--- config.mk ---
export PLATFORM = sky130hd
export DESIGN_NAME = led_pattern_gen
export DESIGN_NICKNAME = d
export VERILOG_FILES = /design/src/rtl/led_pattern_gen.sv
export SDC_FILE = /design/constraint.sdc
export NUM_CORES = 1
export LEC_CHECK = 0
export ABC_AREA = 1
export BUFFER_PORTS_ARGS = -buffer_cell sky130_fd_sc_hd__buf_2
export CORE_MARGIN = 10
export CORE_UTILIZATION = 53
export DETAILED_ROUTE_END_ITERATION = 7
export PLACE_DENSITY = 0.76
export SYNTH_ARGS = -nofsm -noshare
export SYNTH_HDL_FRONTEND = slang
export SYNTH_SLANG_ARGS = --single-unit
--- constraint.sdc ---
create_clock -name clk -period 3.2 [get_ports clk]
set_clock_uncertainty 0.2 [all_clocks]
set_input_delay 0.48 -clock clk [delete_from_list [all_inputs] [get_ports clk]]
set_output_delay 0.48 -clock clk [all_outputs]
set_load 0.02 [all_outputs]
--- src/rtl/led_pattern_gen.sv ---
`default_nettype none
// ============================================================================
// Module      : led_pattern_gen
// Description : Registered active-low LED pattern driver. Decodes a switch
//               index to a one-cold LED pattern. Also provides a prescaled
//               running light (chase up / chase down) and an optional blink
//               mode.
//               Optional feature macro: LED_PATTERN_BLINK_EN.
//               When it is undefined, mode 3 behaves as static decode.
// Revision    : 1.0 - initial release
// ============================================================================
module led_pattern_gen #(
    parameter int LED_N    = 8,
    parameter int SEL_W    = 3,
    parameter int TICK_DIV = 4
) (
    input  logic             clk,
    input  logic             rst,
    input  logic             enable,
    input  logic [SEL_W-1:0] switch,
    input  logic [1:0]       mode,
    output logic [LED_N-1:0] led
);

    localparam int POS_W = $clog2(LED_N);
    localparam int PRE_W = (TICK_DIV > 1) ? $clog2(TICK_DIV) : 1;

    localparam logic [POS_W-1:0] POS_MAX   = POS_W'(LED_N - 1);
    localparam logic [PRE_W-1:0] PRE_MAX   = PRE_W'(TICK_DIV - 1);
    localparam logic [SEL_W:0]   LED_N_EXT = (SEL_W + 1)'(LED_N);
    localparam logic [LED_N-1:0] ALL_OFF   = '1;
    localparam logic [LED_N-1:0] BIT0      = LED_N'(1);

    localparam logic [1:0] MODE_STATIC = 2'd0;
    localparam logic [1:0] MODE_UP     = 2'd1;
    localparam logic [1:0] MODE_DOWN   = 2'd2;

    // One-cold decode. Indices beyond the LED count shift the single bit out,
    // which leaves every LED dark.
    function automatic logic [LED_N-1:0] dec(input logic [SEL_W-1:0] idx);
        return ~(BIT0 << idx);
    endfunction

    logic [POS_W-1:0] pos, pos_nxt;
    logic [PRE_W-1:0] pre, pre_nxt;
    logic             phase, phase_nxt;
    logic [LED_N-1:0] led_nxt;

    logic             tick;
    logic [POS_W-1:0] sw_clamp;
    logic [POS_W-1:0] pos_up;
    logic [POS_W-1:0] pos_dn;

    // Step strobe and candidate positions shared by all modes.
    always_comb begin
        tick     = enable && (pre == PRE_MAX);
        sw_clamp = ({1'b0, switch} < LED_N_EXT) ? POS_W'(switch) : POS_MAX;
        pos_up   = (pos == POS_MAX) ? '0 : pos + POS_W'(1);
        pos_dn   = (pos == '0) ? POS_MAX : pos - POS_W'(1);
    end

    // Next-state selection; with enable low everything holds.
    always_comb begin
        pre_nxt   = pre;
        pos_nxt   = pos;
        phase_nxt = phase;
        led_nxt   = led;
        if (enable) begin
            // The prescaler free-runs regardless of mode.
            pre_nxt = tick ? '0 : pre + PRE_W'(1);
            case (mode)
                MODE_UP: begin
                    if (tick) begin
                        pos_nxt = pos_up;
                        led_nxt = dec(SEL_W'(pos_up));
                    end
                end
                MODE_DOWN: begin
                    if (tick) begin
                        pos_nxt = pos_dn;
                        led_nxt = dec(SEL_W'(pos_dn));
                    end
                end
`ifdef LED_PATTERN_BLINK_EN
                MODE_STATIC: begin
                    pos_nxt   = sw_clamp;
                    phase_nxt = 1'b0;
                    led_nxt   = dec(switch);
                end
                default: begin
                    // Blink: dark half-period while the upcoming phase is 1.
                    pos_nxt   = sw_clamp;
                    phase_nxt = tick ? ~phase : phase;
                    led_nxt   = phase_nxt ? ALL_OFF : dec(switch);
                end
`else
                default: begin
                    // Static decode (mode 3 aliases mode 0 without blink).
                    pos_nxt   = sw_clamp;
                    phase_nxt = 1'b0;
                    led_nxt   = dec(switch);
                end
`endif
            endcase
        end
    end

    // State and output registers; reset dominates enable.
    always_ff @(posedge clk) begin
        if (rst) begin
            pos   <= '0;
            pre   <= '0;
            phase <= 1'b0;
            led   <= ALL_OFF;
        end else begin
            pos   <= pos_nxt;
            pre   <= pre_nxt;
            phase <= phase_nxt;
            led   <= led_nxt;
        end
    end

endmodule
`default_nettype wire

==> results of run 1 <==
## flip-flops by register name (all words and copies together) (netlist names)
| register | count |
|---|---|
| pre | 2 |
| pos | 3 |
| led | 8 |
## path summary, 6_finish.rpt
check | from | to | slack [ns] | depth (start not counted)
max | pos[0]$_SDFFE_PP0P_ | led[5]$_SDFFE_PP1P_ | 1.24 | 8
min | enable | pre[1]$_SDFFE_PP0P_ | 0.25 | 2
max reg2reg | pos[0]$_SDFFE_PP0P_ | led[5]$_SDFFE_PP1P_ | 1.24 | 8
min reg2reg | led[6]$_SDFFE_PP1P_ | led[6]$_SDFFE_PP1P_ | 0.27 | 2
## layout make-up
type,count,area share
Multi-Input combinational cell,114,0.557
Sequential cell,13,0.240
Inverter,23,0.0798
Timing Repair Buffer,15,0.0694
Tap cell,25,0.0289
Clock buffer,4,0.0243
## synthesized netlist by cell type
cell,n
sky130_fd_sc_hd__a211oi_1,1
sky130_fd_sc_hd__a21oi_1,26
sky130_fd_sc_hd__a21oi_2,3
sky130_fd_sc_hd__buf_2,2
sky130_fd_sc_hd__buf_4,2
sky130_fd_sc_hd__buf_6,1
sky130_fd_sc_hd__dfxtp_1,13
sky130_fd_sc_hd__ha_1,7
sky130_fd_sc_hd__inv_1,20
sky130_fd_sc_hd__inv_2,3
sky130_fd_sc_hd__nand2_1,43
sky130_fd_sc_hd__nand2_4,2
sky130_fd_sc_hd__nand3_1,9
sky130_fd_sc_hd__nand3_2,1
sky130_fd_sc_hd__nand4_1,2
sky130_fd_sc_hd__nor2_1,7
sky130_fd_sc_hd__nor2_2,1
sky130_fd_sc_hd__o21ai_0,7
sky130_fd_sc_hd__o21ai_1,3
sky130_fd_sc_hd__o21ai_2,2
## per-layer routing
metal,vias to the layer above,part of all wire,track usage
met5,-,0,0
met1,441,0.45,0.162
met2,48,0.43,0.181
met3,6,0.11,0.0442
li1,528,-,-
met4,0,0.017,0.0363
## where the power goes
part           leakage [nW]  internal [W]  switching, W
clock                0.0150     0.0000483     0.0000542
sequential            0.108      0.000176    0.00000954
combinational         0.429     0.0000528      0.000105
total                 0.552      0.000277      0.000169
## worst max-delay path, delay by kind of cell (launching register included)
family / cells / cell delay, ns
buffers and inverters: 2 / 0.23
adder cells (fa/ha/maj): 1 / 0.44
flip-flops: 1 / 0.47
AO/OA/AOI/OAI: 1 / 0.20
AND/OR/NAND/NOR: 4 / 0.32
## stage by stage
stage          setup slack, ns  utilization
6_report                  1.24        0.620
5_1_grt                   1.13        0.620
3_3_place_gp              1.18        0.605
3_5_place_dp              1.15        0.605
2_1_floorplan             1.50            -
4_1_cts                   1.29        0.620
## cells by family after synthesis
family	after synthesis	share of synthesized area
AO/OA/AOI/OAI	42	0.235
adder cells (fa/ha/maj)	7	0.0888
buffers and inverters	28	0.124
flip-flops	13	0.264
AND/OR/NAND/NOR	65	0.288
==> results by stage, run 1 <==
Run status:
- The run finished with clean final reports.

Logic synthesis:
- The number of instances in the synthesized netlist is 155.
- During synthesis, Yosys emitted a total of 0 warnings.
- The average instance in the mapped netlist occupies 6.36 µm².
- After synthesis, the netlist uses 20 different library cells.
- Synthesis inferred 13 register bits.
- For this run, the register share of the synthesized area comes to 0.264.
- The top cell type's share of synthesized area is 0.264.
- After synthesis the cells add up to 986 µm².
- Yosys attributes the largest share of cell area to sky130_fd_sc_hd__dfxtp_1 26%, sky130_fd_sc_hd__nand2_1 16%, sky130_fd_sc_hd__a21oi_1 13%.
- The post-synthesis net count is 170.
- The biggest area contributor in the post-synthesis netlist is sky130_fd_sc_hd__dfxtp_1.

Global route:
- The total overflow left after global routing is 0.
- The largest net degree at the start of global routing is 20.
- The overall fraction of global-route tracks in use is 0.123.
- The via count of the first global-routing pass is 890.
- The initial antenna violation count is 0.
- The first global-routing pass estimated 4.04 mm of wire.

Clock network:
- The later pin in the worst-skew pair is clocked with a latency of 0.27 ns.
- TritonCTS built the clock tree.
- The total of cells resized after clock tree synthesis is 0.
- Clock tree synthesis inserted a total of 3 buffers.
- CTS built an H-tree with a depth of 1.
- After clock tree synthesis, the clock-pin slew on the worst setup and hold paths is 0.08 ns.
- Buffers added to address setup during post-CTS repair amount to 0.
- The clock net sink count is 13.
- Buffers inserted to repair hold after CTS numbered 0.
- The clock root buffer is sky130_fd_sc_hd__clkbuf_4.
- The longest clock path from root to sink contains 2 buffers.

Finish:
- Across the whole layout, storage elements account for 260 µm².
- In the final layout, the multi-input gates occupy a little over 600 µm².
- In the layout the commonest cells are 43 x sky130_fd_sc_hd__nand2_1, 26 x sky130_fd_sc_hd__a21oi_1, 20 x sky130_fd_sc_hd__inv_1.
- The final net count is around 190.
- The number of standard cells in the layout, taps in and fillers out is 194.
- The layout has 190 filler cells.
- The library cell used most frequently in the layout, excluding fill and tap cells, is sky130_fd_sc_hd__nand2_1.
- The share of post-route cells with drive strength above 1 is 0.178.
- The repair_antennas step left the layout with diodes totalling 0.
- The signed area change from the synthesized netlist to the final layout is 9.77%.
- With fillers left out, the area of the finished cells amounts to 0.00108 mm².

Routing:
- After detailed routing, the number of remaining DRC violations is 0.
- After detailed routing, the total wire length is ~2.4 mm.
- The mean routed wirelength per cell is 12.4 µm.
- Dividing the detail-routed via count by the number of cells gives 5.27.
- The remaining antenna violation count is 0.
- The routed layout has approximately 1k vias.
- The first-pass iteration count of the detailed router is 4.
- In this run, the number of DRC markers left after iteration 0 of detailed routing was 77.

Critical path:
- The required time of the worst setup path is 3.17 ns.
- The signal on the critical path passes through inv_2 -> ha_1 -> inv_1 -> nand2_1 -> a21oi_1 -> nand3_1 -> nand2_1 -> nand2_1.
- The worst path arrival time is 1.93 ns.
- On the critical path, the stage with the largest delay is an instance of sky130_fd_sc_hd__dfxtp_1.
- The element type at the critical path start is a flip-flop.
- The kind of capture point of the worst setup path is a flip-flop.
- The delay of the slowest critical-path stage is about 0.47 ns.
- The type of the worst setup path is flip-flop to flip-flop.
- The highest net fanout along the worst path is 10.
- The cell that appears most often on the critical path is sky130_fd_sc_hd__nand2_1.

Place:
- In this run the tool buffered the top-level ports with 15 buffer cells.
- The congestion estimate from routability-driven global placement came to between 0.9 and 1.
- Detailed placement finished with a half-perimeter wire length of roughly 2 mm.
- The total cell area at the placement stage is 0.00106 mm².
- The placed cell count is 190.

Die:
- For this configuration, the core starts out at a cell density of 0.565.
- In this run the standard cell core region covers approximately 0.0017 mm².
- Measured along the x axis, the die boundary spans between 60 and 70 µm.
- The count of boundary I/O pins is 16.
- The floorplan die area is 0.00399 mm².
- The number of cell rows is 15.
- The vertical die dimension is 63.1 µm.

Pwr:
- The total power after layout is between 0.0004 and 0.0005 W.
- Across the VDD grid, the largest voltage drop is 0.183 mV.
- For this design the static power due to leakage is 0.552 nW.
- The power density relative to cell area is 413 mW/mm².

Job:
- The max-capacitance violation count is 0.

Timing:
- The worst slack on hold paths is approximately 0.25 ns.
- The final-report max-slew violation count is 0.
- Of the available clock period, the critical path in the final layout requires 0.613.
- The worst slew margin relative to its limit is 0.716.
- The maximum clock frequency is 510 MHz.
- Setup repair after global routing left no endpoint under its margin.
- The slew at the pin closest to its max-slew limit is between 0.4 and 0.5 ns.
- The number of failing hold endpoints at the final stage is 0.
- The count of endpoints failing setup in the final report is 0.
- The setup total negative slack is 0 ns.
- The final critical path time including I/O delays and setup is 1.96 ns.

Min path:
- The path category of the worst min-delay check is input port to flip-flop.
(Power assumes the default switching activity.)
==> inputs of run 2 (changes only) <==
Clock period 3.2 ns to 2 ns, I/O delays scaled along.
==> results by stage, run 2 (synthesis gave the netlist of run 1 again) <==
Die:
- The area of the core came to 0.00175 mm² (unchanged).
- The floorplan die area is 0.00399 mm² (unchanged).
- The vertical die dimension is 63.1 µm (unchanged).
- The starting density of the core is 0.565 (unchanged).
- The horizontal die dimension is 63.1 µm (unchanged).
- The count of boundary I/O pins is 16 (unchanged).
- The number of cell rows was 15 (unchanged).

Finish:
- The top register by number of flip-flops is led.
- The signed area change from the synthesized netlist to the final layout is 11.5%.
- The total area of multi-input combinational cells came to 606 µm² (+0.42%).
- Leaving out fill and tap cells, the most frequent cell in the layout is sky130_fd_sc_hd__nand2_1.
- The sequential cell area is 260 µm² (unchanged).
- In the layout the commonest cells are 43 x sky130_fd_sc_hd__nand2_1, 26 x sky130_fd_sc_hd__a21oi_1, 20 x sky130_fd_sc_hd__inv_1.
- The final net count is 187 (+1.1%).
- The final design utilization is 0.630 (+0.0100).
- The largest registers in the layout are led: 8 flops, pos: 3 flops, pre: 2 flops.
- The share of post-route cells with drive strength above 1 is 0.193 (+0.0155).
- The count of fill cells added during filler insertion came to 164 (-14%).
- The flip-flop count of the largest register after layout is 8 (unchanged).
- The final antenna diode count is 0 (unchanged).

Pwr:
- The power density relative to cell area was 647 mW/mm² (+57%).
- The leakage power of the design is 0.561 nW (+1.7%).
- The peak supply drop came to 0.516 mV (+180%).
- The total power after layout is 0.000712 W (+59%).

Min path:
- The startpoint of the tightest hold check path is enable.
- The path with the worst hold slack has its endpoint at pre[1]$_SDFFE_PP0P_.
- The path category of the worst min-delay check is input port to flip-flop.
- The cell count of the worst hold path is 2 (unchanged).

Clock network:
- The largest buffer count on any clock path is 2 (unchanged).
- The number of levels the H-tree was split into is 1 (unchanged).
- The clock root buffer is sky130_fd_sc_hd__clkbuf_4.
- The later-pin clock latency in the skew report is 0.28 ns (about the same).
- The clock net sink count is 13 (unchanged).
- The clock-pin slew on the worst setup and hold paths came to 0.07 ns (about the same).
- The total of hold buffers inserted after clock tree synthesis came to 0 (unchanged).
- The number of buffers inserted during clock tree synthesis is 3 (unchanged).
- The CTS tree is built.

Place:
- The weighted congestion reported at the end of routability-driven placement came to 0.882 (-7.2%).
- The port buffer count is 15 (unchanged).
- The post-detailed-placement half-perimeter wirelength is 1.78 mm (-11%).
- The worst setup timing slack at the placement stage is 0.131 ns (-1.02 ns).

Global route:
- The met1 routing resource usage after global routing is 0.125 (-0.0369).
- The total grt overflow came to 0 (unchanged).
- The met2 capacity usage during global routing is 0.202 (+0.0203).
- The largest net degree at the start of global routing is 20 (unchanged).
- The most congested layer reported by global routing is met2.
- The global-route met3 utilization is 0.0477 (+0.00353).
- The via count of the first global-routing pass is 980 (+10%).
- The initial antenna violation count was 0 (unchanged).
- The overall fraction of global-route tracks in use is 0.116 (-0.00741).
- The global-route wire length before repair came to 3.91 mm (-3.1%).

Timing:
- The number of failing hold endpoints at the final stage came to 0 (unchanged).
- Setup repair after global routing left no endpoint under its margin.
- The worst slew margin relative to its limit is 0.823 (+0.106).
- The slew at the pin closest to its max-slew limit is 0.266 ns (-0.160 ns).
- The final-report max-slew violation count is 0 (unchanged).
- The portion of the clock cycle consumed by the worst path in the final layout is 0.907 (+0.294).
- The count of endpoints failing setup in the final report came to 0 (unchanged).
- The minimum setup slack in the final design is 0.186 ns (-1.05 ns).
- The final critical path time including I/O delays and setup was 1.81 ns (-0.147 ns).
- The setup total negative slack is 0 ns (unchanged).
- The worst slack on hold paths is 0.0651 ns (-0.188 ns).
- The maximum clock frequency is 551 MHz (+8.1%).

Routing:
- The remaining antenna violation count was 0 (unchanged).
- The detailed router's first-iteration violation count came to 30 (-61%).
- The final routed DRC violation total is 0 (unchanged).
- The overall via count from detail_route was 1016 (-0.68%).
- The first-pass iteration count of the detailed router is 4 (unchanged).
- The routed wire length came to 2.22 mm (-7.9%).
- The mean routed wirelength per cell was 11.3 µm (-8.8%).
- The detail-routed via count per cell is 5.18 (-1.7%).

Critical path:
- The required time of the worst setup path came to 1.98 ns (-1.19 ns).
- The register-to-register path setup slack is 0.19 ns (-1.05 ns).
- The worst path arrival time is 1.79 ns (-0.14 ns).
- In this run the critical register-to-register path is launched from pos[0]$_SDFFE_PP0P_.
- The element type at the critical path start is a flip-flop.
- The worst register-to-register path ends at led[7]$_SDFFE_PP1P_.
- The type of the worst setup path is flip-flop to flip-flop.
- The worst-case reg-to-reg path depth was 7 (-1).
- The highest net fanout along the worst path is 10 (unchanged).
- The kind of capture point of the worst setup path is a flip-flop.

Run status:
- The run finished with clean final reports.

Job:
- The max-capacitance violation count is 0 (unchanged).
==> run 2: cell count changes in the layout (fill, tap and decap cells not counted), sizes merged <==
cell and delta:
buf +2
==> run 2: how the worst max path moves through the flow <==
| stage | start | end | slack (ns) | depth (start not counted) |
|---|---|---|---|---|
| 6_report | pos[0]$_SDFFE_PP0P_ | led[7]$_SDFFE_PP1P_ | 0.19 | 7 |
| 2_1_floorplan | pos[0]$_SDFFE_PP0P_ | led[7]$_SDFFE_PP1P_ | 0.30 | 9 |
| 3_5_place_dp | pos[0]$_SDFFE_PP0P_ | led[7]$_SDFFE_PP1P_ | 0.13 | 8 |
| 4_1_cts | pos[0]$_SDFFE_PP0P_ | led[7]$_SDFFE_PP1P_ | 0.12 | 8 |
| 3_3_place_gp | pos[0]$_SDFFE_PP0P_ | led[7]$_SDFFE_PP1P_ | 0.22 | 7 |
| 5_1_grt | pos[0]$_SDFFE_PP0P_ | led[7]$_SDFFE_PP1P_ | 0.03 | 7 |
==> run 2: final cells by class <==
class	count	area share
multi-input combinational	114	0.551
inverter	23	0.0785
clock buffer	4	0.0239
timing repair buffer	17	0.0819
sequential	13	0.237
tap	25	0.0284
==> run 2: stage by stage <==
| step | cell area [µm²] | cells |
|---|---|---|
| 2_1_floorplan | 986 | 155 |
| 3_3_place_gp | 1070 | 192 |
| 3_5_place_dp | 1070 | 192 |
| 4_1_cts | 1100 | 196 |
| 5_1_grt | 1100 | 196 |
| 6_report | 1100 | 196 |
==> run 2: layer usage <==
metal | wire length (µm) | vias to the layer above
met1 | 988 | 456
met4 | 20 | 0
met3 | 127 | 3
li1 | - | 537
met2 | 1090 | 20
met5 | 0 | -
==> run 2: critical path: stages (launching register included) <==
cell,delay (ns)
sky130_fd_sc_hd__dfxtp_1,0.47
sky130_fd_sc_hd__inv_2,0.11
sky130_fd_sc_hd__ha_2,0.44
sky130_fd_sc_hd__nand3_1,0.11
sky130_fd_sc_hd__nand2_1,0.09
sky130_fd_sc_hd__nand3_1,0.07
sky130_fd_sc_hd__o21ai_0,0.15
sky130_fd_sc_hd__nand2_1,0.07
==> run 2: report_power, final <==
group / internal (W) / switching, W / total, W / leakage [nW]
Combinational: 0.0000879 / 0.000163 / 0.000251 / 0.438
Sequential: 0.000282 / 0.0000158 / 0.000298 / 0.108
Clock: 0.0000776 / 0.0000858 / 0.000163 / 0.0150
Total: 0.000447 / 0.000265 / 0.000712 / 0.561
==> run 2: repair_timing <==
item | CTS | global route
setup buffers | 0 | 0
setup endpoints to repair | 0 | 3
gates resized for setup | 0 | 1
